File: src/rtl/conv_window_sequencer.sv
// Sliding K x K window builder for the serial convolution engine: buffers K-1 rows,
// issues one engine run per complete window and forwards each result downstream.
module conv_window_sequencer #(
    parameter int K     = 3,
    parameter int IMG_W = 8,
    parameter int IMG_H = 8
) (
    input  logic                         clk,
    input  logic                         rst,
    input  logic                         pix_valid,
    input  logic [7:0]                   pix_data,
    output logic                         pix_ready,
    output logic [K-1:0][K-1:0][7:0]     win_out,
    output logic                         conv_start,
    input  logic                         conv_done,
    input  logic [7:0]                   conv_pixel,
    output logic                         conv_clear,
    output logic                         res_valid,
    output logic [7:0]                   res_data,
    output logic [$clog2(IMG_W)-1:0]     res_x,
    output logic [$clog2(IMG_H)-1:0]     res_y,
    input  logic                         res_ready,
    output logic                         frame_done
);

    localparam int CW = $clog2(IMG_W);
    localparam int RW = $clog2(IMG_H);
    localparam logic [CW-1:0] C_MAX = CW'(IMG_W - 1);
    localparam logic [RW-1:0] R_MAX = RW'(IMG_H - 1);
    localparam logic [CW-1:0] C_KM1 = CW'(K - 1);
    localparam logic [RW-1:0] R_KM1 = RW'(K - 1);

    typedef enum logic [2:0] {
        FILL,
        START,
        WAIT,
        CLEAR,
        OUT
    } state_t;

    state_t                          state_q, state_d;
    logic [CW-1:0]                   c_q, c_d;
    logic [RW-1:0]                   r_q, r_d;
    logic [K-1:0][K-1:0][7:0]        win_q, win_d;
    // line_q[j][col] holds row (r-K+1+j) of the current frame at that column
    logic [K-2:0][IMG_W-1:0][7:0]    line_q, line_d;
    logic [7:0]                      res_data_q, res_data_d;
    logic [CW-1:0]                   res_x_q, res_x_d;
    logic [RW-1:0]                   res_y_q, res_y_d;
    logic                            last_q, last_d;

    always_comb begin
        state_d    = state_q;
        c_d        = c_q;
        r_d        = r_q;
        win_d      = win_q;
        line_d     = line_q;
        res_data_d = res_data_q;
        res_x_d    = res_x_q;
        res_y_d    = res_y_q;
        last_d     = last_q;
        pix_ready  = 1'b0;
        conv_start = 1'b0;
        conv_clear = 1'b0;
        res_valid  = 1'b0;
        frame_done = 1'b0;

        case (state_q)
            FILL: begin
                pix_ready = 1'b1;
                if (pix_valid) begin
                    for (int y = 0; y < K; y++) begin
                        for (int x = 0; x < K - 1; x++) begin
                            win_d[y][x] = win_q[y][x+1];
                        end
                    end
                    for (int j = 0; j < K - 1; j++) begin
                        win_d[j][K-1] = line_q[j][c_q];
                    end
                    win_d[K-1][K-1] = pix_data;

                    for (int j = 0; j < K - 2; j++) begin
                        line_d[j][c_q] = line_q[j+1][c_q];
                    end
                    line_d[K-2][c_q] = pix_data;

                    if (c_q == C_MAX) begin
                        c_d = '0;
                        r_d = (r_q == R_MAX) ? '0 : r_q + RW'(1);
                    end else begin
                        c_d = c_q + CW'(1);
                    end

                    // Windows whose left edge wraps from the previous row are skipped
                    if (r_q >= R_KM1 && c_q >= C_KM1) begin
                        state_d = START;
                        res_x_d = c_q - C_KM1;
                        res_y_d = r_q - R_KM1;
                        last_d  = (r_q == R_MAX) && (c_q == C_MAX);
                    end
                end
            end
            START: begin
                conv_start = 1'b1;
                state_d    = WAIT;
            end
            WAIT: begin
                if (conv_done) begin
                    res_data_d = conv_pixel;
                    state_d    = CLEAR;
                end
            end
            CLEAR: begin
                conv_clear = 1'b1;
                state_d    = OUT;
            end
            OUT: begin
                res_valid = 1'b1;
                if (res_ready) begin
                    state_d = FILL;
                    if (last_q) begin
                        frame_done = 1'b1;
                        r_d        = '0;
                        c_d        = '0;
                    end
                end
            end
            default: begin
                state_d = FILL;
            end
        endcase
    end

    always_ff @(posedge clk or posedge rst) begin
        if (rst) begin
            state_q    <= FILL;
            c_q        <= '0;
            r_q        <= '0;
            win_q      <= '0;
            line_q     <= '0;
            res_data_q <= '0;
            res_x_q    <= '0;
            res_y_q    <= '0;
            last_q     <= 1'b0;
        end else begin
            state_q    <= state_d;
            c_q        <= c_d;
            r_q        <= r_d;
            win_q      <= win_d;
            line_q     <= line_d;
            res_data_q <= res_data_d;
            res_x_q    <= res_x_d;
            res_y_q    <= res_y_d;
            last_q     <= last_d;
        end
    end

    assign win_out  = win_q;
    assign res_data = res_data_q;
    assign res_x    = res_x_q;
    assign res_y    = res_y_q;

endmodule

File: config.mk
export PLATFORM = sky130hd
export DESIGN_NAME = conv_window_sequencer
export DESIGN_NICKNAME = d
export VERILOG_FILES = /design/src/rtl/conv_window_sequencer.sv
export SDC_FILE = /design/constraint.sdc
export NUM_CORES = 1
export LEC_CHECK = 0
export ABC_AREA = 0
export CELL_PAD_IN_SITES_DETAIL_PLACEMENT = 0
export CELL_PAD_IN_SITES_GLOBAL_PLACEMENT = 1
export CORE_MARGIN = 8
export CORE_UTILIZATION = 45
export CTS_CLUSTER_SIZE = 24
export DETAILED_ROUTE_END_ITERATION = 6
export GPL_ROUTABILITY_DRIVEN = 0
export GPL_TIMING_DRIVEN = 0
export PLACE_DENSITY_LB_ADDON = 0.1
export SLEW_MARGIN = 40
export SYNTH_ARGS = -nofsm -noshare
export SYNTH_HDL_FRONTEND = slang
export SYNTH_SLANG_ARGS = --single-unit
File: constraint.sdc
create_clock -name clk -period 14.48 [get_ports clk]
set_input_delay 2.896 -clock clk [delete_from_list [all_inputs] [get_ports clk]]
set_output_delay 2.896 -clock clk [all_outputs]
set_load 0.02 [all_outputs]
==> qor_table.md <==
| Stage | Quantity | Reported |
| --- | --- | --- |
| detailed routing | Via count normalized by instance count | 5.729 |
| worst setup path | Startpoint type of the worst setup path | primary input |
| logic synthesis | Mapped Avg Cell Area | 13.09 µm² |
| final layout | Synth-to-layout area growth | 23.71% |
| pwr | Worst VDD drop | 0.0001292 V |
| global route | Global-route usage over all layers | 0.1908 |
| detailed routing | DR WL/cell | 21.30 µm |
| worst setup path | Crit Path Max Fanout | 3 |
| clocking | Number of buffers between clock root and the deepest sink | 3 |
| final layout | Fill cell count | 1855 |
| pwr | Proportion of power drawn by flip-flops and latches | 0.346 |
| logic synthesis | Simple-gate portion of the synthesized area | 0.03641 |
| worst setup path | Capture point of the worst reg-to-reg path | line_q[57] |
| placement | Setup slack at placement | 7422 ps |
| pwr | Clock group share of total power | 0.188 |
| detailed routing | First-pass iteration count of the detailed router | 5 |
| sta | Highest clock frequency the design can meet | 0.1417 GHz |
| worst setup path | Register-to-register path setup slack | 11960 ps |
| logic synthesis | Register area share after synthesis | 0.5644 |
| sta | Number of endpoints with negative hold slack in the final report | 0 |
| worst setup path | Setup Crit Path Kind | in2out |
| clocking | Number of resized instances in the post-cts repair step | 0 |
| pwr | Final total power | 3.107 mW |
| die | Overall die height | 164.6 µm |
| global route | Largest net degree at the start of global routing | 82 |
| hold path | Worst Min Path Start | line_q[103] |
| logic synthesis | Count of synthesis-stage warnings from yosys | 0 |
| clocking | Clock transition at the registers of the reported paths | 60 ps |
| clocking | Clock root cell | sky130_fd_sc_hd__clkbuf_16 |
| pwr | Cell leakage power | 5.384 nW |
| logic synthesis | Post-synth EDFFs | 0 |
| outcome | Status | finished, final reports clean |
| final layout | Total Nets Final | 931 |
| sta | Slack of the critical path | 7425 ps |
| worst setup path | CP peak stage delay | 600 ps |
| detailed routing | DR iter-0 viols | 430 |
| sta | Pins over their slew limit | 0 |
| global route | Via count of the first global-routing pass | 7189 |
| die | Core area | 0.02176 mm² |
| final layout | Layout cells sized above 1 | 0.2732 |
| pwr | Combinational fraction of design power | 0.466 |
| clocking | CTS tree | built |
| die | Starting utilization of the core area | 0.4565 |
| sta | Relative slew margins | 0.5232 |
| pwr | Internal power | 1.913 mW |
| run | Maxcap violations | 0 |
| logic synthesis | Share of the synthesized area in compound gates (AO/OA/AOI/OAI) | 0.1265 |
| logic synthesis | Distinct cells, synth | 40 |
| die | DIE AREA | 0.02708 mm² |
| detailed routing | Final wirelength | 25460 µm |
| global route | Initial antenna violation count | 0 |
| detailed routing | Remaining design rule violation count | 0 |
| worst setup path | Required @ worst endpoint | 11580 ps |
| clocking | CTS H-tree depth | 1 |
| logic synthesis | Mapped Cells | 759 |
| sta | Final total negative setup slack | 0 ps |
| logic synthesis | Synthesized flop and latch total | 224 |
| clocking | TritonCTS sink count | 224 |
| logic synthesis | Most instantiated flip-flop cell in the synthesis netlist | sky130_fd_sc_hd__dfrtp_1 |
| clocking | Count of buffers added by post-CTS timing repair for setup | 0 |
| sta | Setup Viol. Count Final | 0 |
| logic synthesis | Netlist area before placement | 0.009932 mm² |
| worst setup path | CP most frequent cell | sky130_fd_sc_hd__clkdlybuf4s50_1 |
| clocking | Num CTS Buffers | 25 |
| worst setup path | Ordered list of cells on the worst path | clkdlybuf4s50_1, and3_1, clkdlybuf4s50_1 |
| worst setup path | Crit path max-delay cell type | sky130_fd_sc_hd__clkdlybuf4s50_1 |
| worst setup path | Depth of the worst register-to-register path | 5 |
| logic synthesis | Main combinational cell family by area after synthesis | multiplexers |
| hold path | Path class of the lowest-slack min-delay path | reg2reg |
| final layout | Multi-input logic area | 0.004044 mm² |
| sta | Final clock period utilization by the worst path | 0.4872 |
| pwr | Total power density per cell area | 252.9 mW/mm² |
| sta | Worst slew pin tran | 715.2 ps |
| hold path | Hold worst-path end | line_q[103] |
| final layout | Post-route non-filler standard cell count | 1195 |
| pwr | Sw Share | 0.3842 |
| sta | Hold_ws | 501.3 ps |
| detailed routing | DR vias | 6846 |
| logic synthesis | Portion of netlist area occupied by mux cells | 0.2257 |
| placement | Detailed placer's ending HPWL | 17810 µm |
| final layout | ANT cells | 0 |
| die | Std-Cell Rows | 54 |
| placement | Number of placed instances, taps included | 1153 |
| final layout | Register Area | 0.005605 mm² |
| clocking | Later-pin clock latency in the skew report | 510 ps |
| detailed routing | Post-detailed-route count of antenna-violating nets | 0 |
| worst setup path | Data arrival time at the worst-slack endpoint | 4160 ps |
| worst setup path | Startpoint of the worst register-to-register path | c_q[1] |
| worst setup path | Crit. End Element | output port |
| global route | First-pass GRT wire length | 40920 µm |
| sta | Unrepaired setup endpoints after global routing | false |
| pwr | Total net switching power | 1.194 mW |
| clocking | CTS Hold Buffers Added | 0 |
| logic synthesis | Post-synthesis xor/xnor area fraction | 0.0008818 |
| global route | Global-route congestion overflow total | 0 |
| die | Width of the die | 164.6 µm |
| placement | Port Buffers | 111 |
| logic synthesis | Fraction of synthesis flops using an asynchronous set or reset pin | 1.000 |
| hold path | Worst Hold Path Cells | 1 |
| sta | Final period demand of the worst path | 7055 ps |
| logic synthesis | Post-Syn Nets | 790 |
| logic synthesis | Share of synthesized cell area in full adder, half adder and majority cells | 0.01260 |
| die | Top-Level Pins | 112 |
| sta | Worst Clk Skew | 15.63 ps |
## placed cells by master (no fill, tap or decap), types with 6 or more instances in the layout
master	instances
sky130_fd_sc_hd__nand2b_1	7
sky130_fd_sc_hd__mux2_4	6
sky130_fd_sc_hd__buf_2	23
sky130_fd_sc_hd__mux2i_1	35
sky130_fd_sc_hd__clkbuf_8	6
sky130_fd_sc_hd__mux2_2	160
sky130_fd_sc_hd__a22o_1	16
sky130_fd_sc_hd__o31ai_1	80
sky130_fd_sc_hd__buf_1	11
sky130_fd_sc_hd__nand2_1	24
sky130_fd_sc_hd__clkbuf_16	25
sky130_fd_sc_hd__clkdlybuf4s50_1	111
sky130_fd_sc_hd__inv_1	9
sky130_fd_sc_hd__ha_1	10
sky130_fd_sc_hd__o22ai_1	8
sky130_fd_sc_hd__o21ai_0	66
sky130_fd_sc_hd__o22ai_2	8
sky130_fd_sc_hd__or2_2	7
sky130_fd_sc_hd__clkbuf_1	31
sky130_fd_sc_hd__dfrtp_1	224
## cells in the mapped netlist, types with 3 or more instances
cell / number / area share
sky130_fd_sc_hd__o21ai_0: 66 / 0.033
sky130_fd_sc_hd__mux2i_1: 35 / 0.035
sky130_fd_sc_hd__or2_2: 7 / 0.0044
sky130_fd_sc_hd__nor3b_1: 3 / 0.0023
sky130_fd_sc_hd__buf_2: 23 / 0.012
sky130_fd_sc_hd__mux2_2: 160 / 0.18
sky130_fd_sc_hd__inv_1: 10 / 0.0038
sky130_fd_sc_hd__a22o_1: 16 / 0.014
sky130_fd_sc_hd__o22ai_1: 16 / 0.010
sky130_fd_sc_hd__o31ai_1: 80 / 0.060
sky130_fd_sc_hd__nand2_1: 24 / 0.0091
sky130_fd_sc_hd__nor2_1: 5 / 0.0019
sky130_fd_sc_hd__dfrtp_1: 224 / 0.56
sky130_fd_sc_hd__ha_1: 10 / 0.013
sky130_fd_sc_hd__or4b_1: 3 / 0.0030
sky130_fd_sc_hd__buf_6: 4 / 0.0045
sky130_fd_sc_hd__mux2_4: 6 / 0.0091
sky130_fd_sc_hd__clkbuf_1: 23 / 0.0087
sky130_fd_sc_hd__or2_1: 3 / 0.0019
sky130_fd_sc_hd__nand2b_1: 7 / 0.0044
sky130_fd_sc_hd__buf_1: 11 / 0.0042
## layer usage
metal / routed length [µm] / up-vias / track usage / part of all wire
li1: - / 3096 / - / -
met1: 11120 / 3479 / 0.2542 / 0.44
met2: 11970 / 230 / 0.3107 / 0.47
met3: 1673 / 41 / 0.03415 / 0.066
met5: 0 / - / 0 / 0
met4: 693 / 0 / 0.06183 / 0.027
## stage by stage
stage | area, µm² | util
floorplan | 9932 | -
global placement | 11390 | 0.5237
detailed placement | 11530 | 0.5298
CTS | 12280 | 0.5645
global route | 12290 | 0.5648
finish | 12290 | 0.5648
## power groups by stage
stage               registers, mW  logic (mW)  clock network, mW
finish                       1.07        1.45              0.584
detailed placement           1.09        1.45                  0
global placement             1.07        1.41                  0
CTS                          1.08        1.45              0.598
floorplan                    1.18       0.779                  0
global route                 1.11        1.55              0.627
## how the worst max path moves through the flow
stage                  endpoint  depth (start not counted)  slack [ps]      start
floorplan                c_q[0]                          1        5450        rst
global placement    line_q[116]                          2        2990        rst
detailed placement   frame_done                          3        7420  res_ready
CTS                  frame_done                          3        7410  res_ready
global route         frame_done                          3        7390  res_ready
finish               frame_done                          3        7430  res_ready
## registers in the layout (all words and copies together) (netlist names)
register	count
c_q	3
last_q	1
line_q	128
r_q	3
res_data	8
res_x	3
res_y	3
state_q	3
win_out	72
## kinds of logic after synthesis
group,Yosys count
mux,201
simple gates,64
fa+ha+maj,10
buf+inv,72
xor+xnor,1
flops,224
compound gates,187
## cell type report
| type | count | area share |
|---|---|---|
| Multi-Input combinational cell | 463 | 0.3291 |
| Sequential cell | 224 | 0.4562 |
| Buffer | 62 | 0.02403 |
| Tap cell | 280 | 0.02851 |
| Clock inverter | 3 | 0.001222 |
| Timing Repair Buffer | 114 | 0.09715 |
| Inverter | 10 | 0.003666 |
| Clock buffer | 39 | 0.06008 |
## critical path: cells and delay by family
family | cells | cell delay, ps
buf+inv | 2 | 1110
simple gates | 1 | 160
Note: power is estimated with default switching activity, not from simulation.
